[src/rtl/div_unit.sv]
// Multi-cycle radix-2 restoring divider for DIV/DIVU.
// Produces {remainder, quotient} for the HI/LO write-back path.
module div_unit #(
    parameter int WIDTH = 32
) (
    input  logic               clk,
    input  logic               rst,
    input  logic               signed_div_i,
    input  logic [WIDTH-1:0]   opdata1_i,
    input  logic [WIDTH-1:0]   opdata2_i,
    input  logic               start_i,
    input  logic               annul_i,
    output logic [2*WIDTH-1:0] result_o,
    output logic               ready_o
);

    localparam int CW = $clog2(WIDTH + 1);
    localparam logic [CW-1:0] CNT_MAX = CW'(WIDTH);

    typedef enum logic [1:0] {IDLE, BYZERO, ON, END} state_e;

    state_e             state_q, state_d;
    logic [CW-1:0]      cnt_q, cnt_d;
    logic [2*WIDTH:0]   work_q, work_d;
    logic [WIDTH-1:0]   dvsr_q, dvsr_d;
    logic               qneg_q, qneg_d;
    logic               rneg_q, rneg_d;
    logic [2*WIDTH-1:0] result_q, result_d;
    logic               ready_q, ready_d;

    logic [WIDTH:0]     diff;
    logic [WIDTH-1:0]   mag1, mag2;
    logic [WIDTH-1:0]   quo, rem;

    assign result_o = result_q;
    assign ready_o  = ready_q;

    always_comb begin
        state_d  = state_q;
        cnt_d    = cnt_q;
        work_d   = work_q;
        dvsr_d   = dvsr_q;
        qneg_d   = qneg_q;
        rneg_d   = rneg_q;
        result_d = result_q;
        ready_d  = ready_q;
        mag1 = opdata1_i;
        mag2 = opdata2_i;
        if (signed_div_i && opdata1_i[WIDTH-1])
            mag1 = -opdata1_i;
        if (signed_div_i && opdata2_i[WIDTH-1])
            mag2 = -opdata2_i;
        diff = work_q[2*WIDTH:WIDTH] - {1'b0, dvsr_q};
        quo  = qneg_q ? -work_q[WIDTH-1:0] : work_q[WIDTH-1:0];
        rem  = rneg_q ? -work_q[2*WIDTH:WIDTH+1]
                      : work_q[2*WIDTH:WIDTH+1];
        case (state_q)
            IDLE: begin
                ready_d  = 1'b0;
                result_d = '0;
                if (start_i && !annul_i) begin
                    if (opdata2_i == '0) begin
                        state_d = BYZERO;
                    end else begin
                        state_d = ON;
                        cnt_d   = '0;
                        work_d  = {{WIDTH{1'b0}}, mag1, 1'b0};
                        dvsr_d  = mag2;
                        qneg_d  = signed_div_i &
                                  (opdata1_i[WIDTH-1] ^ opdata2_i[WIDTH-1]);
                        rneg_d  = signed_div_i & opdata1_i[WIDTH-1];
                    end
                end
            end
            BYZERO: begin
                result_d = '0;
                if (annul_i) begin
                    state_d = IDLE;
                    ready_d = 1'b0;
                end else begin
                    state_d = END;
                    ready_d = 1'b1;
                end
            end
            ON: begin
                if (annul_i) begin
                    state_d  = IDLE;
                    ready_d  = 1'b0;
                    result_d = '0;
                end else if (cnt_q != CNT_MAX) begin
                    // A negative trial difference means the divisor didn't fit.
                    if (diff[WIDTH])
                        work_d = {work_q[2*WIDTH-1:0], 1'b0};
                    else
                        work_d = {diff[WIDTH-1:0], work_q[WIDTH-1:0], 1'b1};
                    cnt_d = cnt_q + 1'b1;
                end else begin
                    state_d  = END;
                    ready_d  = 1'b1;
                    result_d = {rem, quo};
                end
            end
            END: begin
                ready_d = 1'b1;
                if (!start_i) begin
                    state_d  = IDLE;
                    ready_d  = 1'b0;
                    result_d = '0;
                end
            end
            default: begin
                state_d  = IDLE;
                ready_d  = 1'b0;
                result_d = '0;
            end
        endcase
    end

    always_ff @(posedge clk) begin
        if (rst) begin
            state_q  <= IDLE;
            cnt_q    <= '0;
            work_q   <= '0;
            dvsr_q   <= '0;
            qneg_q   <= 1'b0;
            rneg_q   <= 1'b0;
            result_q <= '0;
            ready_q  <= 1'b0;
        end else begin
            state_q  <= state_d;
            cnt_q    <= cnt_d;
            work_q   <= work_d;
            dvsr_q   <= dvsr_d;
            qneg_q   <= qneg_d;
            rneg_q   <= rneg_d;
            result_q <= result_d;
            ready_q  <= ready_d;
        end
    end

endmodule

[config.mk]
export PLATFORM = sky130hd
export DESIGN_NAME = div_unit
export DESIGN_NICKNAME = d
export VERILOG_FILES = /design/src/rtl/div_unit.sv
export SDC_FILE = /design/constraint.sdc
export NUM_CORES = 1
export LEC_CHECK = 0
export BUFFER_PORTS_ARGS = -buffer_cell sky130_fd_sc_hd__buf_2
export CORE_MARGIN = 5
export CORE_UTILIZATION = 43
export CTS_CLUSTER_SIZE = 20
export DETAILED_ROUTE_END_ITERATION = 12
export PLACE_DENSITY = 0.61
export SLEW_MARGIN = 20
export SYNTH_ARGS = -nofsm -noshare
export SYNTH_HDL_FRONTEND = slang
export SYNTH_SLANG_ARGS = --single-unit
[constraint.sdc]
create_clock -name clk -period 6.3 [get_ports clk]
set_input_delay 1.26 -clock clk [delete_from_list [all_inputs] [get_ports clk]]
set_output_delay 1.26 -clock clk [all_outputs]
set_load 0.02 [all_outputs]
==> results.sh <==
export IMPL_status="complete, no violations"
export IMPL_worst_pin_slew_ns=0.998
export IMPL_fmax_mhz=238
export IMPL_finalSetupViolCount=0
export IMPL_period_needed_ns=4.21
export IMPL_cts_root_buffer="clkbuf_16"
export IMPL_synthToLayoutAreaGrowth_pct=13.1
export IMPL_drc=0
export IMPL_firstDrtPassIters=5
export IMPL_clock_sinks=172
export IMPL_drv_slew=0
export IMPL_overflow=0
export IMPL_antenna_found_initial=1
export IMPL_grt_max_degree=70
export IMPL_cp_endpoint="work_q[60]"
export IMPL_hold_class="flip-flop to flip-flop"
export IMPL_powerDensity_nw_per_um2=354
export IMPL_insertion_delay_ns=0.43
export IMPL_ys_ff_latch=172
export IMPL_rsz0062_at_grt="false"
export IMPL_fillers=2526
export IMPL_regArea_um2=3440
export IMPL_place_gp_congestion=0.910
export IMPL_synth_seq_area_share_pct=31.3
export IMPL_ys_flop_type="dfxtp_1"
export IMPL_timing_hold_ws_ns=0.452
export IMPL_rr_startpoint="work_q[33]"
export IMPL_tritoncts="built"
export IMPL_end_kind="flip-flop"
export IMPL_dieArea_um2=28900
export IMPL_tritoncts_num_buffers=17
export IMPL_path_clk_slew_ns=0.07
export IMPL_core_um2=25200
export IMPL_yosys_warnings=0
export IMPL_postCtsSetupRepairBufs=0
export IMPL_tns_ns=0
export IMPL_clkPwrFrac_pct=22.7
export IMPL_syn_nets=1546
export IMPL_crit_fanout=25
export IMPL_slew_headroom_pct=33.2
export IMPL_skew_ns=0.00809
export IMPL_pwr_share_comb_pct=46.5
export IMPL_max_clock_path_buffers=2
export IMPL_syn_area_um2=11000
export IMPL_fp_dieH_um=170
export IMPL_hold_violations=0
export IMPL_wl_per_cell_um=16.7
export IMPL_synth_edff_count=0
export IMPL_nNetsFinal=1628
export IMPL_diodes=0
export IMPL_final_layout_size_suffix_gt1_share_pct=13.3
export IMPL_rr_worst_depth=12
export IMPL_postSynthCellCount=1434
export IMPL_drtIter0Drc=640
export IMPL_final_common_cell="nand2_1"
export IMPL_rows=58
export IMPL_grt_pass1_vias=9555
export IMPL_avgSynthCellArea_um2=7.66
export IMPL_worst_setup_path_start_kind="flip-flop"
export IMPL_p_int_mw=2.54
export IMPL_ir_worst_vdd_uv=192
export IMPL_leakagePower_nw=4.89
export IMPL_num_vias=10300
export IMPL_fin_crit_sh_pct=66.8
export IMPL_portBuffers=133
export IMPL_routed_wl_mm=31.0
export IMPL_crit_arrival_ns=4.52
export IMPL_total_power_mw=4.40
export IMPL_placed_cell_area_um2=11900
export IMPL_mostFrequentLayoutCells="nand2_1 (180), dfxtp_1 (172), nor2_1 (160)"
export IMPL_die_w_um=170
export IMPL_dp_hpwl_mm=23.3
export IMPL_multiInputGateArea_um2=7050
export IMPL_num_io_pins=134
export IMPL_switchingPower_mw=1.86
export IMPL_h_tree_depth=4
export IMPL_viasPerCell=5.54
export IMPL_maxCapViolCount=0
export IMPL_p_sw_share_pct=42.2
export IMPL_post_cts_resized=0
export IMPL_antenna_left=0
export IMPL_synth_area_leaders="dfxtp_1 (31%), xnor2_1 (6.8%), nand2_1 (6.1%)"
export IMPL_initial_core_util_pct=43.6
export IMPL_cp_required_ns=6.61
export IMPL_async_flop_share_pct=0
export IMPL_grt_pass1_wl_mm=50.5
export IMPL_cp_startpoint="work_q[33]"
export IMPL_hold_buffers=0
export IMPL_synth_top_area_cell="dfxtp_1"
export IMPL_synth_top_area_share_pct=31.3
export IMPL_rr_endpoint="work_q[60]"
export IMPL_grt_use_total_pct=21.4
export IMPL_synth_cell_types=67
export IMPL_final_area_um2=12400
export IMPL_seq_power_share_pct=30.8
export IMPL_reg2reg_slack_ns=2.09
export IMPL_critPathKind="flip-flop to flip-flop"
==> metrics by stage <==
step	std cells	setup slack, ns	utilization [%]
2_1_floorplan	1434	2.71	-
3_3_place_gp	1827	2.02	47.1
3_5_place_dp	1827	1.89	47.1
4_1_cts	1859	2.13	49.3
5_1_grt	1859	1.87	49.3
6_report	1859	2.09	49.3
==> kinds of logic after synthesis <==
group                    after synthesis  share of synthesized area, %
AO/OA/AOI/OAI                        412                          23.8
XOR/XNOR                             142                          11.3
adder cells (fa/ha/maj)               43                          4.96
buffers and inverters                137                          4.85
flip-flops                           172                          31.3
multiplexers                          31                          2.85
AND/OR/NAND/NOR                      497                          20.9
==> registers in the layout (all words and copies together), names as in the netlist <==
signal	flops
result_o	64
work_q	65
cnt_q	6
dvsr_q	32
qneg_q	1
rneg_q	1
ready_o	1
state_q	2
==> worst min path at each step <==
stage | start | end | slack [ns] | cells after the start
CTS | result_o[60] | result_o[60] | 0.45 | 2
global route | result_o[56] | result_o[56] | 0.48 | 2
global placement | result_o[60] | result_o[60] | 0.45 | 2
detailed placement | result_o[60] | result_o[60] | 0.44 | 2
floorplan | cnt_q[4] | cnt_q[4] | 0.45 | 1
finish | result_o[60] | result_o[60] | 0.45 | 2
==> layer usage <==
metal	vias up	global-route usage (%)	share of wire, %
met1	4750	32.3	50
met2	288	31.8	43
li1	5233	-	-
met5	-	0	0.042
met4	2	4.69	0.79
met3	17	3.60	6.5
==> cell usage after synthesis, types with 3 or more instances <==
| master | n |
|---|---|
| buf_1 | 3 |
| o211ai_1 | 13 |
| o31ai_1 | 29 |
| clkbuf_1 | 71 |
| o21bai_1 | 5 |
| a22oi_1 | 39 |
| nor2b_1 | 7 |
| o21ai_1 | 55 |
| or4_1 | 9 |
| nand3_1 | 17 |
| nand4_1 | 9 |
| or3_4 | 3 |
| buf_2 | 6 |
| and2_1 | 9 |
| nor2_1 | 163 |
| nand3b_1 | 4 |
| a211oi_1 | 34 |
| mux2i_1 | 29 |
| nand2_1 | 180 |
| or4_4 | 5 |
| nand2b_1 | 16 |
| nor4_1 | 6 |
| a41o_1 | 3 |
| a211o_1 | 3 |
| nor3_1 | 32 |
| inv_1 | 54 |
| and3_1 | 10 |
| a21boi_1 | 3 |
| a21o_1 | 15 |
| or3_1 | 14 |
| a31oi_1 | 6 |
| o21a_1 | 5 |
| xor2_1 | 57 |
| o41ai_1 | 15 |
| dfxtp_1 | 172 |
| a21oi_1 | 109 |
| ha_1 | 42 |
| a221oi_1 | 3 |
| xnor2_1 | 85 |
| o21ai_0 | 57 |
==> critical path, stage by stage (launching register included) <==
cell and delay [ns]:
dfxtp_1 0.44, inv_1 0.15, fa_1 0.42, nand2b_1 0.19, a21o_1 0.20, a211oi_1 0.40, o211a_1 0.24, o211ai_1 0.14
and2_1 0.21, o311ai_4 0.80, buf_4 0.49, nor2_1 0.10, a221o_1 0.31
==> power by group through the flow <==
stage / combinational, mW / clock [mW] / sequential [mW]
floorplan: 1.58 / 0 / 1.33
CTS: 2.04 / 1.02 / 1.35
global placement: 2.01 / 0 / 1.37
detailed placement: 2.02 / 0 / 1.38
finish: 2.05 / 0.998 / 1.36
global route: 2.28 / 1.07 / 1.37
==> area by class of cell <==
cell class / instances / share of cell area [%]
multi-input combinational: 1125 / 56.8
sequential: 172 / 27.7
timing repair buffer: 145 / 6.10
tap: 330 / 3.32
inverter: 55 / 1.66
clock buffer: 21 / 3.79
clock inverter: 11 / 0.665
Power figures use the tool's default switching activity.
